[src/rtl/demux_10_seq_ctrl.sv]
// Sequencer for the 1-to-NUM_OUT score demux: routes one frame of NUM_OUT
// words to consecutive destinations, then waits for a downstream ack.
module demux_10_seq_ctrl #(
  parameter int unsigned DATA_W  = 7,
  parameter int unsigned NUM_OUT = 10,
  parameter int unsigned SEL_W   = 4,
  parameter int unsigned FCNT_W  = 8
) (
  input  logic               clk,
  input  logic               reset,
  input  logic               in_valid,
  output logic               in_ready,
  input  logic [DATA_W-1:0]  din,
  input  logic               out_ack,
  output logic [SEL_W-1:0]   sel,
  output logic [DATA_W-1:0]  dout_data,
  output logic [NUM_OUT-1:0] dout_wr_en,
  output logic               frame_done,
  output logic               busy,
  output logic [FCNT_W-1:0]  frame_cnt
);

  localparam logic [SEL_W-1:0] LAST_IDX = SEL_W'(NUM_OUT - 1);

  typedef enum logic [1:0] {
    S_IDLE  = 2'd0,
    S_ROUTE = 2'd1,
    S_HOLD  = 2'd2
  } state_t;

  state_t             r_state;
  state_t             w_state_nxt;
  logic [SEL_W-1:0]   r_idx;
  logic [SEL_W-1:0]   w_idx_nxt;
  logic               w_accept;
  logic               w_last;

  logic [SEL_W-1:0]   r_sel;
  logic [DATA_W-1:0]  r_dout_data;
  logic [NUM_OUT-1:0] r_dout_wr_en;
  logic               r_frame_done;
  logic [FCNT_W-1:0]  r_frame_cnt;

  // Handshake status is a pure function of the current state
  assign in_ready = (r_state != S_HOLD);
  assign busy     = (r_state != S_IDLE);
  assign w_accept = in_valid && (r_state != S_HOLD);
  assign w_last   = w_accept && (r_state == S_ROUTE) && (r_idx == LAST_IDX);

  // State and word-index register
  always_ff @(posedge clk) begin
    if (reset) begin
      r_state <= S_IDLE;
      r_idx   <= '0;
    end else begin
      r_state <= w_state_nxt;
      r_idx   <= w_idx_nxt;
    end
  end

  // Next-state and index update
  always_comb begin
    w_state_nxt = r_state;
    w_idx_nxt   = r_idx;
    unique case (r_state)
      S_IDLE: begin
        w_idx_nxt = '0;
        if (w_accept) begin
          w_idx_nxt   = SEL_W'(1);
          w_state_nxt = S_ROUTE;
        end
      end
      S_ROUTE: begin
        if (w_accept) begin
          if (r_idx == LAST_IDX) begin
            w_idx_nxt   = '0;
            w_state_nxt = S_HOLD;
          end else begin
            w_idx_nxt = r_idx + SEL_W'(1);
          end
        end
      end
      S_HOLD: begin
        w_idx_nxt = '0;
        if (out_ack) begin
          w_state_nxt = S_IDLE;
        end
      end
      default: begin
        w_state_nxt = S_IDLE;
        w_idx_nxt   = '0;
      end
    endcase
  end

  // Registered demux outputs: one strobe per accepted word, one cycle later
  always_ff @(posedge clk) begin
    if (reset) begin
      r_sel        <= '0;
      r_dout_data  <= '0;
      r_dout_wr_en <= '0;
      r_frame_done <= 1'b0;
      r_frame_cnt  <= '0;
    end else begin
      r_dout_wr_en <= '0;
      r_frame_done <= w_last;
      if (w_accept) begin
        r_sel        <= r_idx;
        r_dout_data  <= din;
        r_dout_wr_en <= NUM_OUT'(1) << r_idx;
      end
      if (w_last) begin
        r_frame_cnt <= r_frame_cnt + FCNT_W'(1);
      end
    end
  end

  assign sel        = r_sel;
  assign dout_data  = r_dout_data;
  assign dout_wr_en = r_dout_wr_en;
  assign frame_done = r_frame_done;
  assign frame_cnt  = r_frame_cnt;

endmodule
[config.mk]
export PLATFORM = sky130hd
export DESIGN_NAME = demux_10_seq_ctrl
export DESIGN_NICKNAME = d
export VERILOG_FILES = /design/src/rtl/demux_10_seq_ctrl.sv
export SDC_FILE = /design/constraint.sdc
export NUM_CORES = 1
export LEC_CHECK = 0
export ABC_CLOCK_PERIOD_IN_PS = 3920
export CELL_PAD_IN_SITES_DETAIL_PLACEMENT = 0
export CELL_PAD_IN_SITES_GLOBAL_PLACEMENT = 2
export CORE_AREA = 2 2 76 78
export DETAILED_ROUTE_END_ITERATION = 8
export DIE_AREA = 0 0 78 80
export PLACE_DENSITY_LB_ADDON = 0.08
export RECOVER_POWER = 25
export SYNTH_ARGS = -nofsm -noshare
export SYNTH_HDL_FRONTEND = slang
export SYNTH_SLANG_ARGS = --single-unit
[constraint.sdc]
create_clock -name clk -period 3.92 [get_ports clk]
set_input_delay 1.176 -clock clk [delete_from_list [all_inputs] [get_ports clk]]
set_output_delay 1.176 -clock clk [all_outputs]
set_load 0.005 [all_outputs]
Word-level counts from Yosys, hierarchy flattened:

Cells that the tools add are included.

* logic and storage cells: 35
* input port bits: 11
* flip-flop bits (word level): 36

* shift operators: 1
* multiplexer cells: 9
* reductions and logical operators: 7
* eq/ne operators: 8
* bitwise operators: 1
* add/sub/neg operators: 2

Operators by type and width (count)
* left shift 1 x 4 -> 10 bit (first input constant): 1
* adder 8 x 1 -> 8 bit (second input constant): 1
* two-way mux 2 bit: 4
* two-way mux 4 bit: 2
* inequality test 2 bit (second input constant): 4
* case mux 4 bit (2 select lines): 1
* case mux 2 bit (3 select lines): 1
* adder 4 x 1 -> 4 bit (second input constant): 1
* == test 4 bit (second input constant): 1
* AND reduction 4 bit: 1
* logical AND 1 bit: 3
* == test 2 x 1 -> 1 bit (second input constant): 1
* == test 2 bit (second input constant): 1
* zero test 2 bit: 1
* inequality test 2 x 1 -> 1 bit (second input constant): 1
* nonzero test 2 bit: 1
* OR reduction 2 bit: 1
* two-way mux 1 bit: 1
* inverter 1 bit: 1

Depth between registers and ports, before layout:

* depth after elaboration: 4
* depth in mapped cells: 5
* depth with buffers taken out: 4

Worst setup path before layout:

No wires, ideal clock.

* kind: input-to-reg
* from: input port in_valid
* to: register r_frame_cnt[6], in the netlist frame_cnt[6]
* stages on the path: 5
* path slack: 1.599 ns
* arrival time: 2.197 ns
* required time: 3.797 ns
* cell sequence: buf_2 nand3b_1 buf_2 nor4_2 mux2_1

* longest elaborated chain between the ends: 3

Ends and longest elaborated chain
* start, declared: RTL line 11 `input logic in_valid,`
* logical AND 1 bit: RTL line 47 `assign w_accept = in_valid && (r_state != S_HOLD);`
* logical AND 1 bit (2 in series): RTL line 48 `assign w_last = w_accept && (r_state == S_ROUTE) && (r_idx == LAST_IDX);`
* end signal, assigned: RTL line 113 `r_frame_cnt <= r_frame_cnt + FCNT_W'(1);`
* end, declared: RTL line 42 `logic [FCNT_W-1:0] r_frame_cnt;`

Every way passes these cells.
A chain may end at the register's enable or synchronous reset.

Final worst setup path:

* from: input port reset
* to: register r_dout_wr_en[8], in the netlist dout_wr_en[8]

* longest elaborated chain between the ends: 1

Ends and longest elaborated chain
* start, declared: RTL line 10 `input logic reset,`
* OR reduction 2 bit (no source line)
* end signal, assigned: RTL line 110 `r_dout_wr_en <= NUM_OUT'(1) << r_idx;`
* end, declared: RTL line 40 `logic [NUM_OUT-1:0] r_dout_wr_en;`

Every way passes these cells.

==> qor.txt <==
FP Rows = 27
Layout Utilization = 0.373
Grt ovf = 0
R2R setup slack = 1.78 ns
Final worst path period need = 2.94 ns
Data arrival, critical path = 3.15 ns
Post-synthesis sequential area ratio = 0.495
Unrepaired setup endpoints after global routing = no
Worst r2r path cells = 3
MaxCap Viol Count = 0
Pwr Density = 348 nW/µm²
Setup Fix Bufs, Post-CTS = 0
Placer Congestion = 0.747
Via count = 1338
Synth Register Bits = 36
Syn_nets = 180
Most common cell after layout, fill and taps aside = clkdlybuf4s50_1
DR WL/cell = 13.3 µm
Proportion of layout cells with a drive suffix above 1 = 0.0725
Area of the multi-input gates = 653 µm²
Worst Hold End = dout_data[2]$_SDFFE_PP0P_
Max stage delay cell, worst path = or4_4
WP data required = 4.12 ns
Post-synthesis cell type count = 33
Die Wd = 78 µm
Initial Util = 0.269
Startpoint types = primary input
P&R area growth vs syn = 38.7%
DRC Markers = 0
Outcome = finished, final reports clean
Cell Area, Placed = 1930 µm²
Fin Setup TNS = 0 ns
Syn Area/Cell = 8.66 µm²
PortBufs = 42
Synth area leaders = dfxtp_1, a21oi_1, o21ai_0, nand3_1, nor2_1
First-pass GRT wire length = 6230 µm
Initial antenna violation count = 0
Family with the most delay on the worst path = buffers and inverters
Crit Path Class = in -> reg
Fmax = 340 MHz
Antenna Nets Post-Route = 0
Die area = 6240 µm²
Vias in the first global route = 1302
Crit. End Element = register
Synth top area share = 0.495
Drt pass-1 iters = 4
Hold depth = 2
Reg area = 721 µm²
Worst path bufs/invs = 2
Largest net degree at the start of global routing = 30
Via-to-Cell Ratio = 4.80
# setup viols final = 0
Peak supply drop = 0.182 mV
Final period utilization = 0.751
RR Startpoint = r_idx[0]$_SDFFE_PP0P_
Drt initial violations = 74
Largest area contributor in the netlist = dfxtp_1
Fin area = 2020 µm²
Commonest cells after routing, fill and taps aside = clkdlybuf4s50_1, dfxtp_1, a21oi_1
# hold bufs at CTS = 0
Mapped Area = 1460 µm²
Synthesized instance count = 168
Post-CTS Resized = 0
Clock slew at reported path FFs = 0.07 ns
# IOs = 43
DP Wirelength = 2500 µm
HP Start = dout_data[2]$_SDFFE_PP0P_
Largest family of logic cells by synthesized area = simple AND/OR/NAND/NOR gates
Final WL = 3710 µm
Die Y = 80 µm
Slew Limit Fails = 0
CTS H-tree depth = 2
CTS Sinks = 36
Fill cells = 579
Worst Setup Slack, final = 0.977 ns
Hold Crit Class = reg -> reg
Post-synthesis compound-gate area fraction = 0.144
Nets = 218
All-Layer GR Usage = 0.126
RR Endpoint = frame_cnt[7]$_SDFFE_PP0P_
Pleak = 0.000679 µW
Worst-Skew Late Latency = 0.29 ns
TritonCTS clock tree = yes
Slowest stage delay, CP = 0.72 ns
ANT cells = 0
Synth Area in Adders = 0.00860
Least-Margin Pin Slew = 1.32 ns
Slew Limit Headroom = 0.123
Crit path max fanout = 29
Synth Warn # = 0
Core ar. = 5410 µm²
Worst Skew = 0.00509 ns
Final hold viol count = 0
Cell Chain, Critical Path = dlygate4sd3_1 -> clkbuf_1 -> or4_4 -> nor3b_1
Post-synthesis mux area share = 0.0232
Clk root buf = clkbuf_8
Simple-Gate Fraction of Synth Area = 0.261
CTS Buf Count = 5
XOR/XNOR share of the synthesized area = 0.0120
Clock Tree Buf Depth = 2
Placement Setup Slack = 0.830 ns
worst min-delay path, stage by stage (launching register included):
cell and delay (ns):
dfxtp_1 0.31, o21ai_0 0.07, a21oi_1 0.06
synth_stat cells:
master     instances
xnor2_1            2
a211o_1            1
dfxtp_1           36
nand2_1            6
nor4_2             1
or2b_1             1
buf_1              1
nand3_1           15
ha_1               1
mux2_1             2
nor2_1            11
o21ai_0           16
or2_2              1
mux2_2             1
nand4_1            3
nand3b_1           1
clkbuf_1           8
a21oi_1           18
o31ai_1            3
or4_1              4
nor3b_1            1
nor4_1             4
buf_2              5
inv_2              1
nand2b_1           2
inv_1              5
o22a_1             1
or3_1              2
nand4bb_1          1
and4b_1            1
or4_4              1
nor2b_1            6
nor3_1             6
through the flow:
step	hold WS, ns	instances	total power [µW]
floorplan	0.440	168	410
global placement	0.463	271	439
detailed placement	0.473	271	439
CTS	0.483	279	712
global route	0.510	279	738
finish	0.484	279	703
registers in the layout, indices dropped and copies added, names as in the netlist:
signal	count
dout_data	7
sel	4
dout_wr_en	10
frame_cnt	8
r_state	2
frame_done	1
r_idx	4
routing by layer:
metal | GRT usage | vias up | routed length (µm)
met1 | 0.166 | 634 | 1800
met4 | 0.0526 | 0 | 61
li1 | - | 669 | -
met3 | 0.0271 | 7 | 137
met5 | 0 | - | 0
met2 | 0.199 | 28 | 1720
worst max path at each step:
stage | startpoint | endpoint | slack [ns] | cells after the start
2_1_floorplan | in_valid | frame_cnt[6]$_SDFFE_PP0P_ | 1.60 | 5
3_3_place_gp | in_valid | frame_cnt[7]$_SDFFE_PP0P_ | 0.86 | 4
3_5_place_dp | in_valid | frame_cnt[7]$_SDFFE_PP0P_ | 0.83 | 4
4_1_cts | r_state[0]$_SDFFE_PP0P_ | in_ready | 1.00 | 3
5_1_grt | reset | dout_wr_en[8]$_SDFF_PP0_ | 0.82 | 4
6_report | reset | dout_wr_en[8]$_SDFF_PP0_ | 0.98 | 4
kinds of logic (layout without fill, tap and decap cells):
family,count (synthesis),count (layout)
simple gates,67,67
fa+ha+maj,1,1
compound gates,39,39
flops,36,36
xor+xnor,2,2
buf+inv,20,59
mux,3,3
final cells by class:
| type | instances | area share |
|---|---|---|
| well taps | 72 | 0.0446 |
| multi-input cells | 112 | 0.324 |
| repair buffers | 45 | 0.218 |
| clock inverters | 2 | 0.00496 |
| inverters | 6 | 0.0112 |
| flip-flops and latches | 36 | 0.357 |
| clock buffers | 6 | 0.0409 |
power by group:
group          switching (µW)  leakage [µW]  internal (µW)
clock network             133     0.0000510            140
logic                    23.0      0.000336           27.2
registers                6.68      0.000292            373
Power figures use the tool's default switching activity.
